$ cat config.mk
export PLATFORM = sky130hd
export DESIGN_NAME = sev_seg_arbiter
export DESIGN_NICKNAME = d
export VERILOG_FILES = /design/src/rtl/sev_seg_arbiter_pkg.sv /design/src/rtl/sev_seg_arbiter_rr_pick.sv /design/src/rtl/sev_seg_arbiter.sv
export SDC_FILE = /design/constraint.sdc
export NUM_CORES = 1
export LEC_CHECK = 0
export ABC_CLOCK_PERIOD_IN_PS = 2900
export CELL_PAD_IN_SITES_DETAIL_PLACEMENT = 0
export CELL_PAD_IN_SITES_GLOBAL_PLACEMENT = 1
export CORE_MARGIN = 5
export CORE_UTILIZATION = 33
export DETAILED_ROUTE_END_ITERATION = 6
export GPL_ROUTABILITY_DRIVEN = 0
export PLACE_DENSITY = 0.74
export SLEW_MARGIN = 20
export SYNTH_ARGS = -nofsm -noshare
export SYNTH_HDL_FRONTEND = slang
export SYNTH_SLANG_ARGS = --single-unit
$ cat constraint.sdc
create_clock -name clk -period 2.9 [get_ports clk]
set_input_delay 0.435 -clock clk [delete_from_list [all_inputs] [get_ports clk]]
set_output_delay 0.435 -clock clk [all_outputs]
set_load 0.01 [all_outputs]
$ cat src/rtl/sev_seg_arbiter_pkg.sv
// ----------------------------------------------------------------------------
// sev_seg_arb_pkg
// Shared definitions for the seven-segment display arbiter and its
// round-robin selector.
//   DISP_W      width of one display value (four hex digits)
//   MAX_REQ     largest requester count the selector supports
//   arb_state_t arbiter FSM states (GAP is only reachable when the design
//               is built with SEV_SEG_ARB_BLANK_GAP_EN)
//   rr_winner   round-robin search returning winner index plus valid flag
// ----------------------------------------------------------------------------
package sev_seg_arb_pkg;

    localparam int DISP_W  = 16;
    localparam int MAX_REQ = 8;

    typedef enum logic [1:0] {
        IDLE = 2'd0,
        SHOW = 2'd1,
        GAP  = 2'd2
    } arb_state_t;

    typedef struct packed {
        logic       valid;
        logic [2:0] idx;
    } rr_result_t;

    // Search starts just after the previous winner and wraps modulo n, so
    // the previous winner itself is always the last candidate considered.
    function automatic rr_result_t rr_winner(
        input logic [MAX_REQ-1:0] req,
        input logic [2:0]         last,
        input int unsigned        n
    );
        rr_result_t  res;
        int unsigned cand;
        res = '0;
        for (int unsigned k = 1; k <= MAX_REQ; k++) begin
            cand = (32'(last) + k) % n;
            if (k <= n && !res.valid && req[cand[2:0]]) begin
                res.valid = 1'b1;
                res.idx   = cand[2:0];
            end
        end
        return res;
    endfunction

endpackage

$ cat src/rtl/sev_seg_arbiter_rr_pick.sv
// ----------------------------------------------------------------------------
// rr_pick
// Purely combinational round-robin selector, kept generic so bus arbiters
// can reuse it.
//   NUM_REQ  number of requesters (2..8)
//   req      request vector
//   last     index of the previous winner (search begins at last+1)
//   exclude  requesters that may not win this time
//   idx      winning index (0 when none)
//   valid    a winner exists
// ----------------------------------------------------------------------------
module rr_pick
    import sev_seg_arb_pkg::*;
#(
    parameter int NUM_REQ = 4
) (
    input  logic [NUM_REQ-1:0] req,
    input  logic [2:0]         last,
    input  logic [NUM_REQ-1:0] exclude,
    output logic [2:0]         idx,
    output logic               valid
);

    logic [MAX_REQ-1:0] cand;
    rr_result_t         res;

    // Masked requests are zero-padded to the package width so one search
    // function serves every requester count.
    always_comb begin
        cand                = '0;
        cand[NUM_REQ-1:0]   = req & ~exclude;
        res                 = rr_winner(cand, last, NUM_REQ);
        idx                 = res.idx;
        valid               = res.valid;
    end

endmodule

$ cat src/rtl/sev_seg_arbiter.sv
// ----------------------------------------------------------------------------
// sev_seg_arbiter
// Shares one 4-digit seven-segment display among NUM_REQ requesters. Owners
// rotate round-robin, each keeping the display for at least HOLD_CYCLES
// unless it drops its request first. disp_data feeds sev_seg datain.
//
// Optional build macro: SEV_SEG_ARB_BLANK_GAP_EN
//   When defined, every owner change passes through GAP_CYCLES of blank
//   display (no grant) and the next owner is chosen at the end of the gap.
//
// Parameters:
//   NUM_REQ      requesters (2..8)
//   HOLD_CYCLES  minimum cycles an owner keeps the display (>=2)
//   IDLE_VALUE   value shown when nobody owns the display
//   GAP_CYCLES   blank cycles between owners (>=1, gap build only)
// Ports:
//   clk        system clock
//   rst        synchronous active-high reset
//   req        per-requester level request
//   req_data   flattened values, requester i at [16*i+15:16*i]
//   gnt        registered one-hot grant
//   owner      index of current owner, 0 when none
//   disp_data  registered value for sev_seg datain
//   busy       high while a requester owns the display
// ----------------------------------------------------------------------------
module sev_seg_arbiter
    import sev_seg_arb_pkg::*;
#(
    parameter int                NUM_REQ     = 4,
    parameter int                HOLD_CYCLES = 50000000,
    parameter logic [DISP_W-1:0] IDLE_VALUE  = 16'h0000,
    parameter int                GAP_CYCLES  = 1000
) (
    input  logic                      clk,
    input  logic                      rst,
    input  logic [NUM_REQ-1:0]        req,
    input  logic [DISP_W*NUM_REQ-1:0] req_data,
    output logic [NUM_REQ-1:0]        gnt,
    output logic [2:0]                owner,
    output logic [DISP_W-1:0]         disp_data,
    output logic                      busy
);

    localparam int               CNT_W    = $clog2(HOLD_CYCLES);
    localparam logic [CNT_W-1:0] HOLD_MAX = CNT_W'(HOLD_CYCLES - 1);

    arb_state_t          state;
    logic [CNT_W-1:0]    hold_cnt;
    logic [2:0]          last;

    logic [NUM_REQ-1:0]  exclude;
    logic [2:0]          pick_idx;
    logic                pick_valid;
    logic [NUM_REQ-1:0]  pick_onehot;
    logic                owner_req;
    logic [DISP_W-1:0]   own_data;
    logic [DISP_W-1:0]   win_data;

`ifdef SEV_SEG_ARB_BLANK_GAP_EN
    localparam int               GAP_W   = (GAP_CYCLES > 1) ? $clog2(GAP_CYCLES) : 1;
    localparam logic [GAP_W-1:0] GAP_MAX = GAP_W'(GAP_CYCLES - 1);
    logic [GAP_W-1:0]    gap_cnt;
`else
    // GAP_CYCLES only matters for the blank-gap build.
    logic                unused_gap_cfg;
    assign unused_gap_cfg = (GAP_CYCLES > 0);
`endif

    // While showing, the current owner never competes: it either released
    // or is being rotated away from at hold expiry.
    assign exclude   = (state == SHOW) ? gnt : '0;
    assign owner_req = |(req & gnt);

    rr_pick #(
        .NUM_REQ (NUM_REQ)
    ) u_pick (
        .req     (req),
        .last    (last),
        .exclude (exclude),
        .idx     (pick_idx),
        .valid   (pick_valid)
    );

    assign pick_onehot = NUM_REQ'(1) << pick_idx;

    // Value muxes for the current owner and for the candidate winner.
    always_comb begin
        own_data = IDLE_VALUE;
        win_data = IDLE_VALUE;
        for (int i = 0; i < NUM_REQ; i++) begin
            if (owner == i[2:0]) begin
                own_data = req_data[i*DISP_W +: DISP_W];
            end
            if (pick_idx == i[2:0]) begin
                win_data = req_data[i*DISP_W +: DISP_W];
            end
        end
    end

    // Arbiter FSM. All outputs are registered here so gnt, owner, busy and
    // disp_data always change together on the same edge.
    always_ff @(posedge clk) begin
        if (rst) begin
            state     <= IDLE;
            gnt       <= '0;
            owner     <= '0;
            busy      <= 1'b0;
            disp_data <= IDLE_VALUE;
            hold_cnt  <= '0;
            last      <= 3'(NUM_REQ - 1);
`ifdef SEV_SEG_ARB_BLANK_GAP_EN
            gap_cnt   <= '0;
`endif
        end else begin
            case (state)
                IDLE: begin
                    if (pick_valid) begin
                        state     <= SHOW;
                        gnt       <= pick_onehot;
                        owner     <= pick_idx;
                        last      <= pick_idx;
                        busy      <= 1'b1;
                        disp_data <= win_data;
                        hold_cnt  <= '0;
                    end else begin
                        gnt       <= '0;
                        owner     <= '0;
                        busy      <= 1'b0;
                        disp_data <= IDLE_VALUE;
                    end
                end

                SHOW: begin
                    if (owner_req && hold_cnt != HOLD_MAX) begin
                        // Still inside the hold window: nobody can preempt.
                        hold_cnt  <= hold_cnt + 1'b1;
                        disp_data <= own_data;
                    end else if (pick_valid) begin
                        // Owner released, or hold expired with a contender.
`ifdef SEV_SEG_ARB_BLANK_GAP_EN
                        state     <= GAP;
                        gnt       <= '0;
                        owner     <= '0;
                        busy      <= 1'b0;
                        disp_data <= IDLE_VALUE;
                        hold_cnt  <= '0;
                        gap_cnt   <= '0;
`else
                        gnt       <= pick_onehot;
                        owner     <= pick_idx;
                        last      <= pick_idx;
                        disp_data <= win_data;
                        hold_cnt  <= '0;
`endif
                    end else if (owner_req) begin
                        // Hold expired but nobody else wants the display.
                        hold_cnt  <= '0;
                        disp_data <= own_data;
                    end else begin
                        state     <= IDLE;
                        gnt       <= '0;
                        owner     <= '0;
                        busy      <= 1'b0;
                        disp_data <= IDLE_VALUE;
                        hold_cnt  <= '0;
                    end
                end

`ifdef SEV_SEG_ARB_BLANK_GAP_EN
                GAP: begin
                    // The next owner is chosen from the requests present at
                    // the end of the gap, not those seen when it started.
                    if (gap_cnt == GAP_MAX) begin
                        gap_cnt <= '0;
                        if (pick_valid) begin
                            state     <= SHOW;
                            gnt       <= pick_onehot;
                            owner     <= pick_idx;
                            last      <= pick_idx;
                            busy      <= 1'b1;
                            disp_data <= win_data;
                            hold_cnt  <= '0;
                        end else begin
                            state <= IDLE;
                        end
                    end else begin
                        gap_cnt <= gap_cnt + 1'b1;
                    end
                end
`endif

                default: begin
                    state     <= IDLE;
                    gnt       <= '0;
                    owner     <= '0;
                    busy      <= 1'b0;
                    disp_data <= IDLE_VALUE;
                    hold_cnt  <= '0;
                end
            endcase
        end
    end

endmodule

==> impl_metrics.csv <==
group,metric,value,unit
outcome,status,"finished, final reports clean",
clock_network,cts_post_setup_buffers_inserted,0,
die,die_x,112,um
drt,wl,10900,um
job,drv_cap,0,
setup_path,slowest_stage,"or4_4",
layout,fillers,1020,
clock_network,cts_root_buffer,"clkbuf_8",
die,ios,94,
layout,post_route_cells_drive_above_1_share,14.5,%
layout,instances_no_fill,606,
setup_path,worst_setup_path_start_kind,"flip-flop",
setup_path,path_delay_family,"simple AND/OR/NAND/NOR gates",
placement,placed_cell_area,4570,um^2
synthesis,yosysUniqueCellTypes,58,
synthesis,synth_top_cell_area_share,30.2,%
sta,skew,12.7,ps
clock_network,clock-sinks,52,
setup_path,cp.arrival,2960,ps
layout,syn_to_final_growth,35.4,%
sta,period_needed,2750,ps
drt,vias_per_cell,5.50,
clock_network,cts_buffers,5,
drt,avgRoutedWirePerCell,17.9,um
sta,hold-worst-slack,492,ps
layout,multi_input_area,2110,um^2
drt,first_pass_iters,4,
global_route,grtUsageTotal,17.0,%
layout,final_cell_mix,"92 x clkdlybuf4s50_1, 52 x dfxtp_1, 35 x nor2_1, 29 x buf_4, 28 x o32ai_1",
sta,fin_ws,148,ps
layout,final_common_cell,"clkdlybuf4s50_1",
synthesis,synthArstFlopShare,0,%
placement,io_buffer_count,92,
die,rows,37,
setup_path,crit_fanout,9,
synthesis,yosys_warnings,0,
die,die_h,112,um
synthesis,syn_inst,367,
sta,grt_setup_unrepaired,"false",
synthesis,synth-main-ff-cell,"dfxtp_1",
synthesis,netlist_area,3440,um^2
clock_network,cts_buffer_depth,2,
synthesis,synth-seq-cells,52,
sta,hold_violations,0,
synthesis,yosysSeqAreaShare,30.2,%
placement,pre_cts_ws,-33.7,ps
synthesis,synth-edff-count,0,
synthesis,synth_top_cell_by_area,"dfxtp_1",
layout,n_antenna_cell,0,
die,dieArea,12600,um^2
clock_network,ctsHoldBuffers,0,
setup_path,cp.required,3110,ps
drt,drtIter0Drc,118,
power_and_ir_drop,p_per_area,536,nW/um^2
worst_hold_path,worstHoldPathType,"flip-flop to flip-flop",
synthesis,ys_top_cells_by_area,"dfxtp_1 30%, o32ai_1 7.1%, mux4_1 5.3%, xnor2_1 4.6%, mux4_2 3.9%",
setup_path,path_common_cell,"or4_4",
drt,ant_nets,0,
clock_network,cts.clk_slew.worst_paths,110,ps
global_route,gr-total-overflow,0,
synthesis,synth_nets,441,
layout,design_area,4660,um^2
drt,drc_errors,0,
layout,layout.nets,543,
drt,vias,3334,
placement,dpl.hpwl,8050,um
sta,fmax,363,MHz
power_and_ir_drop,peakVddDrop,0.238,mV
setup_path,cp_cell_sequence,"or4_4 > or4_4 > o41ai_4 > nand3b_4 > buf_12 > o32ai_1",
die,start_util,33.7,%
setup_path,crit_type,"flip-flop to flip-flop",
synthesis,syn_avg_cell_area,9.39,um^2
sta,finalCritPeriodShare,94.9,%
clock_network,worst_skew_pair.late_latency,320,ps
global_route,grt_pass1_vias,3511,
clock_network,cts_tree,"yes",
power_and_ir_drop,p_leak,1.60,nW
clock_network,post_cts_resized,0,
global_route,antenna_found_initial,0,
setup_path,path_buf_inv,1,
die,core-area,10200,um^2
sta,finalSetupViolCount,0,
global_route,grt_pass1_wl,17700,um
sta,drv_slew,0,
global_route,grt_max_degree,26,
placement,dp_cells,598,
layout,regArea,1040,um^2
setup_path,cpPeakStageDelay,560,ps
clock_network,htree_levels,2,
setup_path,end_kind,"flip-flop",
## state kept, by name (all words and copies together) (netlist names)
| register | flops |
|---|---|
| busy | 1 |
| disp_data | 16 |
| gnt | 4 |
| hold_cnt | 26 |
| last | 2 |
| owner | 2 |
| state | 1 |
## tightest hold or removal path, cell delays in order, from the launching register on
cell and delay [ps]:
dfxtp_1 340, nand2_1 70, a21oi_1 50
## path summary, 6_finish.rpt
path	from	to	slack, ps	cells after the start
min reg2reg	hold_cnt[1]$_SDFFE_PP0P_	hold_cnt[1]$_SDFFE_PP0P_	490	2
max	hold_cnt[10]$_SDFFE_PP0P_	disp_data[3]$_SDFF_PP0_	150	6
max reg2reg	hold_cnt[10]$_SDFFE_PP0P_	disp_data[3]$_SDFF_PP0_	150	6
min	hold_cnt[1]$_SDFFE_PP0P_	hold_cnt[1]$_SDFFE_PP0P_	490	2
## cell families after synthesis
logic type | share of synthesized area (%)
flops | 30.2
buf+inv | 8.50
simple gates | 22.0
fa+ha+maj | 1.45
mux | 11.4
compound gates | 19.9
xor+xnor | 6.36
other cells | 0.109
## metrics by stage
stage	util (%)	setup TNS (ps)	power, mW
after floorplan	-	0	1.59
after global placement	44.7	0	2.06
after detailed placement	44.7	-89.4	2.07
after CTS	45.6	0	2.52
after global routing	45.6	0	2.65
final	45.6	0	2.50
## layout make-up
type	instances	area share (%)
multi-input cells	264	45.3
clock buffers	6	1.56
inverters	24	1.93
well taps	136	3.65
flip-flops and latches	52	22.3
repair buffers	122	24.8
clock inverters	2	0.349
## metal layers
metal	global-route usage, %	share of wire, %	vias to the layer above	routed length (um)
met4	6.97	3.1	0	336
met2	29.7	50	104	5410
met1	20.0	42	1591	4520
met3	4.04	5.4	22	583
li1	-	-	1617	-
met5	0	0	-	0
## report_power, final
group | switching (mW) | internal [mW] | total (mW)
logic | 0.568 | 0.610 | 1.18
registers | 0.0631 | 0.819 | 0.882
clock network | 0.266 | 0.173 | 0.439
total | 0.897 | 1.60 | 2.50
## synth_stat cells (3+ instances only)
master and number:
dfxtp_1 52, nor2_1 35, o32ai_1 28, inv_1 24, xnor2_1 18, a211oi_1 16, nand3_1 16, a21oi_1 15
nand2_1 15, clkbuf_1 13, and4_2 9, nor3_1 9, clkbuf_8 8, nand4_1 8, nor4_1 8, and4_1 7
mux4_1 7, xor2_1 7, mux4_2 6, ha_1 4, nand4b_1 4, nor2b_1 4, a22oi_1 3, and3_1 3
mux4_4 3, o211ai_1 3
Power figures use the tool's default switching activity.
